File: src/rtl/riscv_pkg.sv
// Shared encodings for the RV32I pipeline: ALU operations, forwarding selects
// and result-source selects.
package riscv_pkg;

    localparam logic [2:0] ALU_ADD  = 3'b000;
    localparam logic [2:0] ALU_SUB  = 3'b001;
    localparam logic [2:0] ALU_AND  = 3'b010;
    localparam logic [2:0] ALU_OR   = 3'b011;
    localparam logic [2:0] ALU_XOR  = 3'b100;
    localparam logic [2:0] ALU_SLT  = 3'b101;
    localparam logic [2:0] ALU_SLTU = 3'b110;

    localparam logic [1:0] FWD_REG = 2'b00;
    localparam logic [1:0] FWD_WB  = 2'b01;
    localparam logic [1:0] FWD_MEM = 2'b10;

    localparam logic [1:0] RES_ALU = 2'b00;
    localparam logic [1:0] RES_MEM = 2'b01;
    localparam logic [1:0] RES_PC4 = 2'b10;

endpackage

File: src/rtl/iexecute_alu.sv
// Combinational RV32I ALU: arithmetic wraps modulo 2^XLEN, no overflow trap.
module alu
    import riscv_pkg::*;
#(
    parameter int XLEN = 32
) (
    input  logic [XLEN-1:0] a,
    input  logic [XLEN-1:0] b,
    input  logic [2:0]      control,
    output logic [XLEN-1:0] result,
    output logic            zero
);

    logic signed [XLEN-1:0] a_s;
    logic signed [XLEN-1:0] b_s;

    assign a_s = a;
    assign b_s = b;

    always_comb begin
        result = '0;
        case (control)
            ALU_ADD:  result = a + b;
            ALU_SUB:  result = a - b;
            ALU_AND:  result = a & b;
            ALU_OR:   result = a | b;
            ALU_XOR:  result = a ^ b;
            ALU_SLT:  result = {{(XLEN-1){1'b0}}, (a_s < b_s)};
            ALU_SLTU: result = {{(XLEN-1){1'b0}}, (a < b)};
            default:  result = '0;
        endcase
    end

    assign zero = (result == '0);

endmodule

File: src/rtl/iexecute.sv
// Execute stage of the 5-stage RV32I pipeline: operand forwarding, ALU,
// branch/jump resolution and the EX/MEM pipeline register.
module iexecute
    import riscv_pkg::*;
#(
    parameter int XLEN = 32
) (
    input  logic            clk,
    input  logic            reset,
    input  logic            RegWriteE,
    input  logic            MemWriteE,
    input  logic            JumpE,
    input  logic            BranchE,
    input  logic            ALUSrcE,
    input  logic [1:0]      ResultSrcE,
    input  logic [2:0]      ALUControlE,
    input  logic [4:0]      RdE,
    input  logic [XLEN-1:0] RD1E,
    input  logic [XLEN-1:0] RD2E,
    input  logic [XLEN-1:0] PCE,
    input  logic [XLEN-1:0] ImmExtE,
    input  logic [XLEN-1:0] PCPlus4E,
    input  logic [1:0]      ForwardAE,
    input  logic [1:0]      ForwardBE,
    input  logic [XLEN-1:0] ResultW,
    output logic            PCSrcE,
    output logic [XLEN-1:0] PCTargetE,
    output logic            RegWriteM,
    output logic            MemWriteM,
    output logic [1:0]      ResultSrcM,
    output logic [4:0]      RdM,
    output logic [XLEN-1:0] ALUResultM,
    output logic [XLEN-1:0] WriteDataM,
    output logic [XLEN-1:0] PCPlus4M
);

    // Select code 11 is reserved and behaves like the register value.
    function automatic logic [XLEN-1:0] fwd_sel(
        input logic [1:0]      sel,
        input logic [XLEN-1:0] reg_v,
        input logic [XLEN-1:0] wb_v,
        input logic [XLEN-1:0] mem_v
    );
        case (sel)
            FWD_WB:  return wb_v;
            FWD_MEM: return mem_v;
            default: return reg_v;
        endcase
    endfunction

    logic [XLEN-1:0] src_a_e;
    logic [XLEN-1:0] src_b_e;
    logic [XLEN-1:0] write_data_e;
    logic [XLEN-1:0] alu_result_e;
    logic            zero_e;

    logic            reg_write_d,  reg_write_q;
    logic            mem_write_d,  mem_write_q;
    logic [1:0]      result_src_d, result_src_q;
    logic [4:0]      rd_d,         rd_q;
    logic [XLEN-1:0] alu_result_d, alu_result_q;
    logic [XLEN-1:0] write_data_d, write_data_q;
    logic [XLEN-1:0] pc_plus4_d,   pc_plus4_q;

    // MEM-stage forwarding taps this stage's own registered ALU result.
    assign src_a_e      = fwd_sel(ForwardAE, RD1E, ResultW, alu_result_q);
    assign write_data_e = fwd_sel(ForwardBE, RD2E, ResultW, alu_result_q);
    assign src_b_e      = ALUSrcE ? ImmExtE : write_data_e;

    alu #(.XLEN(XLEN)) u_alu (
        .a       (src_a_e),
        .b       (src_b_e),
        .control (ALUControlE),
        .result  (alu_result_e),
        .zero    (zero_e)
    );

    assign PCTargetE = PCE + ImmExtE;
    assign PCSrcE    = (BranchE & zero_e) | JumpE;

    always_comb begin
        reg_write_d  = RegWriteE;
        mem_write_d  = MemWriteE;
        result_src_d = ResultSrcE;
        rd_d         = RdE;
        alu_result_d = alu_result_e;
        write_data_d = write_data_e;
        pc_plus4_d   = PCPlus4E;
    end

    // EX/MEM boundary: loads every cycle, reset inserts a bubble.
    always_ff @(posedge clk) begin
        if (reset) begin
            reg_write_q  <= 1'b0;
            mem_write_q  <= 1'b0;
            result_src_q <= '0;
            rd_q         <= '0;
            alu_result_q <= '0;
            write_data_q <= '0;
            pc_plus4_q   <= '0;
        end else begin
            reg_write_q  <= reg_write_d;
            mem_write_q  <= mem_write_d;
            result_src_q <= result_src_d;
            rd_q         <= rd_d;
            alu_result_q <= alu_result_d;
            write_data_q <= write_data_d;
            pc_plus4_q   <= pc_plus4_d;
        end
    end

    assign RegWriteM  = reg_write_q;
    assign MemWriteM  = mem_write_q;
    assign ResultSrcM = result_src_q;
    assign RdM        = rd_q;
    assign ALUResultM = alu_result_q;
    assign WriteDataM = write_data_q;
    assign PCPlus4M   = pc_plus4_q;

endmodule

File: config.mk
export PLATFORM = sky130hd
export DESIGN_NAME = iexecute
export DESIGN_NICKNAME = d
export VERILOG_FILES = /design/src/rtl/riscv_pkg.sv /design/src/rtl/iexecute_alu.sv /design/src/rtl/iexecute.sv
export SDC_FILE = /design/constraint.sdc
export NUM_CORES = 1
export LEC_CHECK = 0
export CORE_MARGIN = 3
export CORE_UTILIZATION = 49
export CTS_BUF_LIST = sky130_fd_sc_hd__clkbuf_8
export CTS_CLUSTER_DIAMETER = 80
export DETAILED_ROUTE_END_ITERATION = 8
export PLACE_DENSITY = 0.86
export RECOVER_POWER = 50
export SLEW_MARGIN = 20
export SYNTH_ARGS = -nofsm -noshare
export SYNTH_HDL_FRONTEND = slang
export SYNTH_SLANG_ARGS = --single-unit
File: constraint.sdc
create_clock -name clk -period 10.3 [get_ports clk]
set_input_delay 2.575 -clock clk [delete_from_list [all_inputs] [get_ports clk]]
set_output_delay 2.575 -clock clk [all_outputs]
set_load 0.05 [all_outputs]
==> summary.md, run 1 <==
| Metric | Value |
|---|---|
| Outcome | finished with violations |
| Failing checks | max-capacitance violations, max-slew violations |
| Worst slack at placement | -0.3151 ns |
| Worst Tran Pin Value | approximately 5.2 ns |
| Area after DPL | roughly 0.016 sq mm |
| Dominant synthesized flop cell | dfxtp_1 |
| GR Util All Layers | 0.4382 |
| Pwr dens | around 130 mW/mm^2 |
| Share of the synthesized area in the top cell type | 0.1882 |
| Grt met1 use | 0.5369 |
| Met2 GRT Util | 0.7159 |
| GRT Max-Usage Layer | met2 |
| Synth Register Bits | between 100 and 150 |
| Via Count | between 15000 and 20000 |
| WP data arrival | slightly below 8 ns |
| Asr flop ratio synth | 0 |
| Total power | approximately 2.3 mW |
| Hold Startpoint | ALUResultM[18] |
| Die Height | approximately 160 microns |
| Mux cell area share after synthesis | 0.01826 |
| Yosys warning total | 0 |
| Adder-cell share of the synthesized area | 0.1599 |
| CP Capture Type | primary output |
| Reg2Reg Setup Slack | about 5.8 ns |
| Die area | between 0.02 and 0.025 sq mm |
| Max-Cap Viols | 1 |
| Filler cells | 1531 |
| CTS tree | built |
| Post-synthesis xor/xnor area fraction | 0.02744 |
| Max Fclk | around 97 MHz |
| FF+latch area | ~0.0021 sq mm |
| Critical R2R Launch | ALUResultM[0] |
| Fin cells | about 2400 |
| Synth Cell Area | roughly 0.011 sq mm |
| Worst reg2reg path depth | 22 |
| Nets | ~2400 |
| Post-synth cell types | 83 |
| Post-Syn Instances | roughly 1600 |
| Drt pass-1 iters | 6 |
| Lkg Pwr | between 7 and 8 nW |
| Slew Viols, Final | around 110 |
| Hold buffer count at cts | 0 |
| H-tree levels | 3 |
| Clock Sinks | around 110 |
| Worst-path fanout max | 17 |
| WL final | ~57000 microns |
| Buffers on Ports | 350 |
| Total grt overflow | 0 |
| Worst Setup Start Kind | input pin |
| WL/cell | between 20 and 25 microns |
| Setup slack after layout | ~0.0042 ns |
| Starting density of the core | 0.5057 |
| RD Place Congestion | a little over 1 |
| Largest net degree at the start of global routing | around 110 |
| Die Span X | between 150 and 200 microns |
| Initial DRC count | roughly 1900 |
| Initial antenna violation count | 5 |
| Share of layout cells above drive strength 1 | 0.1921 |
| Multi-input gate area | a little under 0.009 sq mm |
| Post-synth EDFFs | 0 |
| Setup Skew | 0.01386 ns |
| Worst Hold Class | flip-flop to flip-flop |
| Cts bufs inserted | 9 |
| # DRC | 0 |
| Relative slew slack | -2.483 |
| Syn nets | about 1900 |
| Later-pin clock latency in the skew report | 0.42 ns |
| I/O pin count | 351 |
| Hold Crit Depth | 4 |
| Sequential fraction of the synthesis area | 0.1882 |
| Kind of critical path | input pin to primary output |
| Combinational family with the most area after synthesis | compound AO/OA/AOI/OAI gates |
| Synthesized area per cell | just over 7 sq um |
| Worst Path Required | between 7 and 8 ns |
| Final hold viol count | 0 |
| Hpwl dp | between 40000 and 50000 microns |
| Root Driver | clkbuf_8 |
| Area growth syn-to-layout | 56.71% |
| CTS max path bufs | 2 |
| Complex-gate fraction of the synthesized area | 0.3062 |
| Period utilization | 0.9996 |
| Core area | roughly 0.022 sq mm |
| Std cell rows | 54 |
| Synth area leaders | dfxtp_1 (19%), ha_1 (15%), nor2_1 (6.2%) |
| Worst vdd ir | 0.07327 mV |
| Dpl cells | around 2300 |
| Synth area leader | dfxtp_1 |
| R2r endpoint | ALUResultM[16] |
| Post-Synth Simple-Gate Area | 0.2280 |
| Post-DRT Antenna Nets | 0 |
| Vias in the first global route | between 10000 and 15000 |
| Most frequent cells in the layout | clkdlybuf4s50_1 (294), buf_4 (238), nor2_1 (181) |
| Vias/cell | 6.305 |
| Count of final setup violators | 0 |
| Fin crit period | slightly above 10 ns |
| Reg clk slew, reported paths | around 0.11 ns |
| Hold Path Sink | WriteDataM[18] |
| Final Instance Area | 0.01751 sq mm |
| Most common cell after layout, fill and taps aside | clkdlybuf4s50_1 |
| First-pass GRT wire length | approximately 84000 microns |
| Met3 usage | 0.1152 |
==> per-layer routing <==
| metal | up-vias | routed length, microns |
|---|---|---|
| li1 | 6631 | - |
| met1 | 6994 | 20680 |
| met2 | 1132 | 26150 |
| met3 | 265 | 6875 |
| met4 | 2 | 3587 |
| met5 | - | 13 |
==> worst max-delay path: stages <==
cell,delay (ns)
clkdlybuf4s50_1,0.49
inv_1,0.08
ha_4,0.26
buf_12,0.15
buf_8,0.14
buf_12,0.15
nor2_1,0.24
a21oi_2,0.09
o21ai_2,0.21
ha_4,0.24
or2_4,0.23
or3_1,0.40
or4_4,0.45
o21ai_4,0.22
xnor2_1,0.12
a211oi_2,0.23
nand4_1,0.17
nor4_2,0.29
buf_4,0.16
nand4_1,0.10
nor4_2,0.30
a41o_1,0.28
buf_12,0.15
==> how the worst max path moves through the flow <==
stage,to,depth (start not counted),slack [ns],start
after floorplan,PCSrcE,21,0.47,ForwardBE[0]
after global placement,PCSrcE,26,-0.25,ForwardBE[0]
after detailed placement,PCSrcE,23,-0.32,ForwardBE[0]
after CTS,PCSrcE,25,0.004,ForwardBE[0]
after global routing,PCSrcE,24,-0.1,ForwardBE[0]
final,PCSrcE,23,0.004,ForwardBE[0]
==> cell type report <==
cell class / instances / area share
clock buffers: 9 / 0.007075
well taps: 280 / 0.02001
inverters: 119 / 0.02551
repair buffers: 599 / 0.3122
flip-flops and latches: 105 / 0.1201
clock inverters: 7 / 0.004645
multi-input cells: 1259 / 0.5098
diodes: 5 / 0.0007146
==> synthesized netlist by cell type (all sizes together) (21+ instances only) <==
cell type / instances
nor2: 186
nand2: 140
ha: 138
a21oi: 130
o21ai: 129
inv: 118
dfxtp: 105
clkbuf: 74
nor2b: 68
a22oi: 65
nor3: 30
xnor2: 27
nand3: 23
a21o: 21
==> where the power goes <==
part,switching [mW],total [mW],internal (mW)
sequential,0.0265,0.468,0.441
clock,0.182,0.281,0.0990
combinational,0.894,1.53,0.636
==> per-stage QoR <==
stage | utilization | hold WS (ns) | setup TNS (ns)
3_5_place_dp | 0.7403 | 0.7090 | -0.3151
5_1_grt | 0.7923 | 0.8116 | -0.09893
3_3_place_gp | 0.7403 | 0.6932 | -0.2518
4_1_cts | 0.7627 | 0.7508 | 0
2_1_floorplan | - | 0.9800 | 0
6_report | 0.7924 | 0.7746 | 0
==> flip-flops by register name (all words and copies together) (netlist names) <==
| register | flops |
|---|---|
| PCPlus4M | 32 |
| MemWriteM | 1 |
| ResultSrcM | 2 |
| RegWriteM | 1 |
| RdM | 5 |
| ALUResultM | 32 |
| WriteDataM | 32 |
==> repair_timing <==
item	4_1_cts	5_1_grt
endpoints found under the setup margin	1	1
pin swaps	11	43
cloned	1	1
resized for setup	47	136
setup buffers	10	14
==> cell families after synthesis <==
logic type / count (synthesis)
AND/OR/NAND/NOR: 541
AO/OA/AOI/OAI: 523
buffers and inverters: 210
adder cells (fa/ha/maj): 141
flip-flops: 105
XOR/XNOR: 35
multiplexers: 19
Power figures use the tool's default switching activity.
==> inputs of run 2 (changes only) <==
- CORE_UTILIZATION: 49 -> 50
- PLACE_DENSITY: 0.86 -> 0.92
- SYNTH_HIERARCHICAL: default -> 1
==> run 2 against run 1 <==
Compared with the run above:
- the flow still finishes with violations (max-capacitance violations, max-slew violations)
- synthesized area grew 5.8%
- utilization shrank 2.5 points
- power rose by 0.35%
- sequential share of layout area about the same
- largest cell class unchanged
- clock power decreased by 6%
- highest routed layer is now met4
==> summary.md, run 2 <==
| Metric | Value |
|---|---|
| CTS max path bufs | 2 |
| Worst Setup Start Kind | input pin |
| Sequential fraction of the synthesis area | 0.1778 |
| Clock Sinks | 105 |
| Relative slew slack | -2.201 |
| Die area | roughly 0.026 sq mm |
| Multi-input gate area | 0.009099 sq mm |
| Hpwl dp | 44540 microns |
| Slew Viols, Final | roughly 110 |
| Largest net degree at the start of global routing | around 110 |
| Worst Hold Class | flip-flop to flip-flop |
| Period utilization | 0.9867 |
| Share of the synthesized area in the top cell type | 0.1778 |
| GR Util All Layers | 0.4078 |
| Comb pwr share | 0.680 |
| Syn nets | approximately 2000 |
| Synth top cells by count | nand2_1 (158), a21oi_1 (144), ha_1 (140), nor2_1 (140), o21ai_0 (125) |
| Kind of critical path | input pin to primary output |
| Post-synth EDFFs | 0 |
| Pwr dens | approximately 130 mW/mm^2 |
| Die Span X | approximately 160 microns |
| Dominant synthesized flop cell | dfxtp_1 |
| WP data arrival | roughly 7.6 ns |
| Outcome | finished with violations |
| Initial DRC count | 2121 |
| Failing checks | max-capacitance violations, max-slew violations |
| Synth Cell Area | approximately 0.012 sq mm |
| Critical R2R Launch | ALUResultM[7] |
| Cts bufs inserted | 9 |
| Core area | roughly 0.023 sq mm |
| Vias in the first global route | about 14000 |
| Sw frac | 0.4897 |
| Std cell rows | 55 |
| Max Fclk | between 90 and 100 MHz |
| Total grt overflow | 0 |
| Setup TNS | 0 ns |
| Most frequent cells in the layout | clkdlybuf4s50_1 (296), buf_4 (227), nand2_1 (158) |
| Via Count | ~15000 |
| Hold buffer count at cts | 0 |
| Die Height | ~160 microns |
| Buffers on Ports | 350 |
| Met2 GRT Util | 0.6489 |
| Vias/cell | between 6 and 7 |
| Nets | ~2500 |
| Met3 usage | 0.1131 |
| Dpl cells | between 2000 and 2500 |
| Worst-path fanout max | 20 |
| Count of final setup violators | 0 |
| Internal | around 1.2 mW |
| Post-DRT Antenna Nets | 0 |
| Reg clk slew, reported paths | about 0.11 ns |
| # DRC | 0 |
| WL/cell | 22.73 microns |
| R2r endpoint | ALUResultM[30] |
| H-tree levels | 3 |
| Post-synth cell types | 96 |
| Lkg Pwr | 7.593 nW |
| Yosys warning total | 6 |
| Synth Register Bits | 105 |
| Register share of total power | 0.205 |
| WL final | 55540 microns |
| Hold Crit Depth | 4 |
| Drt pass-1 iters | 6 |
| CTS tree | built |
| Min Hold Slack | roughly 0.72 ns |
| Share of layout cells above drive strength 1 | 0.1624 |
| RD Place Congestion | 1.099 |
| Worst Path Required | between 7 and 8 ns |
| Filler cells | 1788 |
| Initial antenna violation count | 0 |
| First-pass GRT wire length | about 83000 microns |
| Root Driver | clkbuf_8 |
| FF+latch area | between 0.002 and 0.0025 sq mm |
| Switching pwr | ~1.1 mW |
| CP Capture Type | primary output |
| Clock power frac | 0.115 |
| I/O pin count | 351 |
| Synth area leader | dfxtp_1 |
| Grt met1 use | 0.5409 |
| Starting density of the core | 0.5159 |
| Asr flop ratio synth | 0 |
| Total power | approximately 2.3 mW |
| Fin cells | 2444 |
| Max-Cap Viols | 1 |
| Worst reg2reg path depth | 18 |
| Area growth syn-to-layout | 48.69% |
| Post-Syn Instances | about 1600 |
| Later-pin clock latency in the skew report | between 0.4 and 0.5 ns |
| Synthesized area per cell | a little over 7 sq um |
| Fin crit period | 10.16 ns |
| Worst Tran Pin Value | around 4.8 ns |
| Worst vdd ir | around 0.091 mV |
| Final hold viol count | 0 |
| GRT Max-Usage Layer | met2 |
| Setup Skew | around 0.029 ns |
| Hold Path Sink | WriteDataM[17] |
| Reg2Reg Setup Slack | 5.96 ns |
| Most common cell after layout, fill and taps aside | clkdlybuf4s50_1 |
| Synth area leaders | dfxtp_1 (18%), ha_1 (15%), a21oi_1 (6.1%) |
| Diodes inserted | 0 |
| Top-count cell post-synth | nand2_1 |
| Hold Startpoint | ALUResultM[17] |
run 2: changes by cell type in the layout (fill, tap and decap cells not counted), sizes merged, moves of 11 or more:
cell    delta
nor2      -46
nand2     +20
a21oi     +14
nand4     +11
nand3     +12
o211ai    +31
buf       -11
nor2b     +19
run 2: worst max path at each step:
stage | from | endpoint | slack [ns] | depth (start not counted)
6_report | ForwardAE[0] | PCSrcE | 0.14 | 21
5_1_grt | ForwardAE[0] | PCSrcE | -0.01 | 22
2_1_floorplan | ForwardBE[0] | PCSrcE | 0.85 | 21
4_1_cts | ForwardBE[0] | PCSrcE | 0.01 | 24
3_3_place_gp | ForwardBE[1] | PCSrcE | -0.15 | 23
3_5_place_dp | ForwardBE[1] | PCSrcE | -0.20 | 24
run 2: final cells by class:
cell class	instances	share of cell area
multi-input combinational	1313	0.5177
tap	313	0.02228
timing repair buffer	587	0.3063
clock inverter	7	0.003630
inverter	110	0.02349
clock buffer	9	0.007047
sequential	105	0.1196
run 2: metrics by stage:
step | setup WS (ns) | util | instance area [sq um]
2_1_floorplan | 0.8512 | - | 11820
3_3_place_gp | -0.1485 | 0.7446 | 17060
3_5_place_dp | -0.2013 | 0.7446 | 17060
4_1_cts | 0.01282 | 0.7572 | 17350
5_1_grt | -0.01337 | 0.7670 | 17580
6_report | 0.1365 | 0.7670 | 17580
run 2: critical path, stage by stage:
cell and delay, ns:
clkdlybuf4s50_1 0.53, inv_1 0.10, ha_4 0.30, buf_12 0.17
o21ai_0 0.36, inv_1 0.10, ha_2 0.39, nand2b_1 0.19
a221oi_2 0.45, o311ai_2 0.17, and3b_1 0.24, o211ai_2 0.24
buf_4 0.17, a221oi_2 0.07, and3_4 0.21, a2111o_1 0.39
nor4_2 0.17, nand3_1 0.15, nor4_4 0.28, a21o_1 0.20
buf_12 0.14
run 2: timing repair:
item | in CTS | in global routing
gates cloned | 1 | 0
pin swaps | 11 | 13
gates resized for setup | 26 | 65
setup endpoints to repair | 1 | 1
buffers inserted | 2 | 2
run 2: power groups by stage:
stage	combinational, mW	sequential, mW	clock [mW]
after global routing	1.63	0.470	0.282
after detailed placement	1.46	0.475	0
final	1.55	0.469	0.264
after global placement	1.45	0.475	0
after floorplan	0.731	0.588	0
after CTS	1.48	0.467	0.266
run 2: routing by layer:
layer / vias to the layer above / wire length (microns)
li1: 6824 / -
met1: 6991 / 21720
met2: 1084 / 24700
met3: 161 / 7159
met4: 0 / 1962
met5: - / 0
run 2: cells by family (layout without fill, tap and decap cells):
kind of cell    count (synthesis)  after routing  synth area share
compound gates                574            574            0.3243
flops                         105            105            0.1778
xor+xnor                       47             47           0.03546
simple gates                  540            540            0.2266
fa+ha+maj                     143            143            0.1533
buf+inv                       211            713           0.07388
mux                             9              9          0.008679
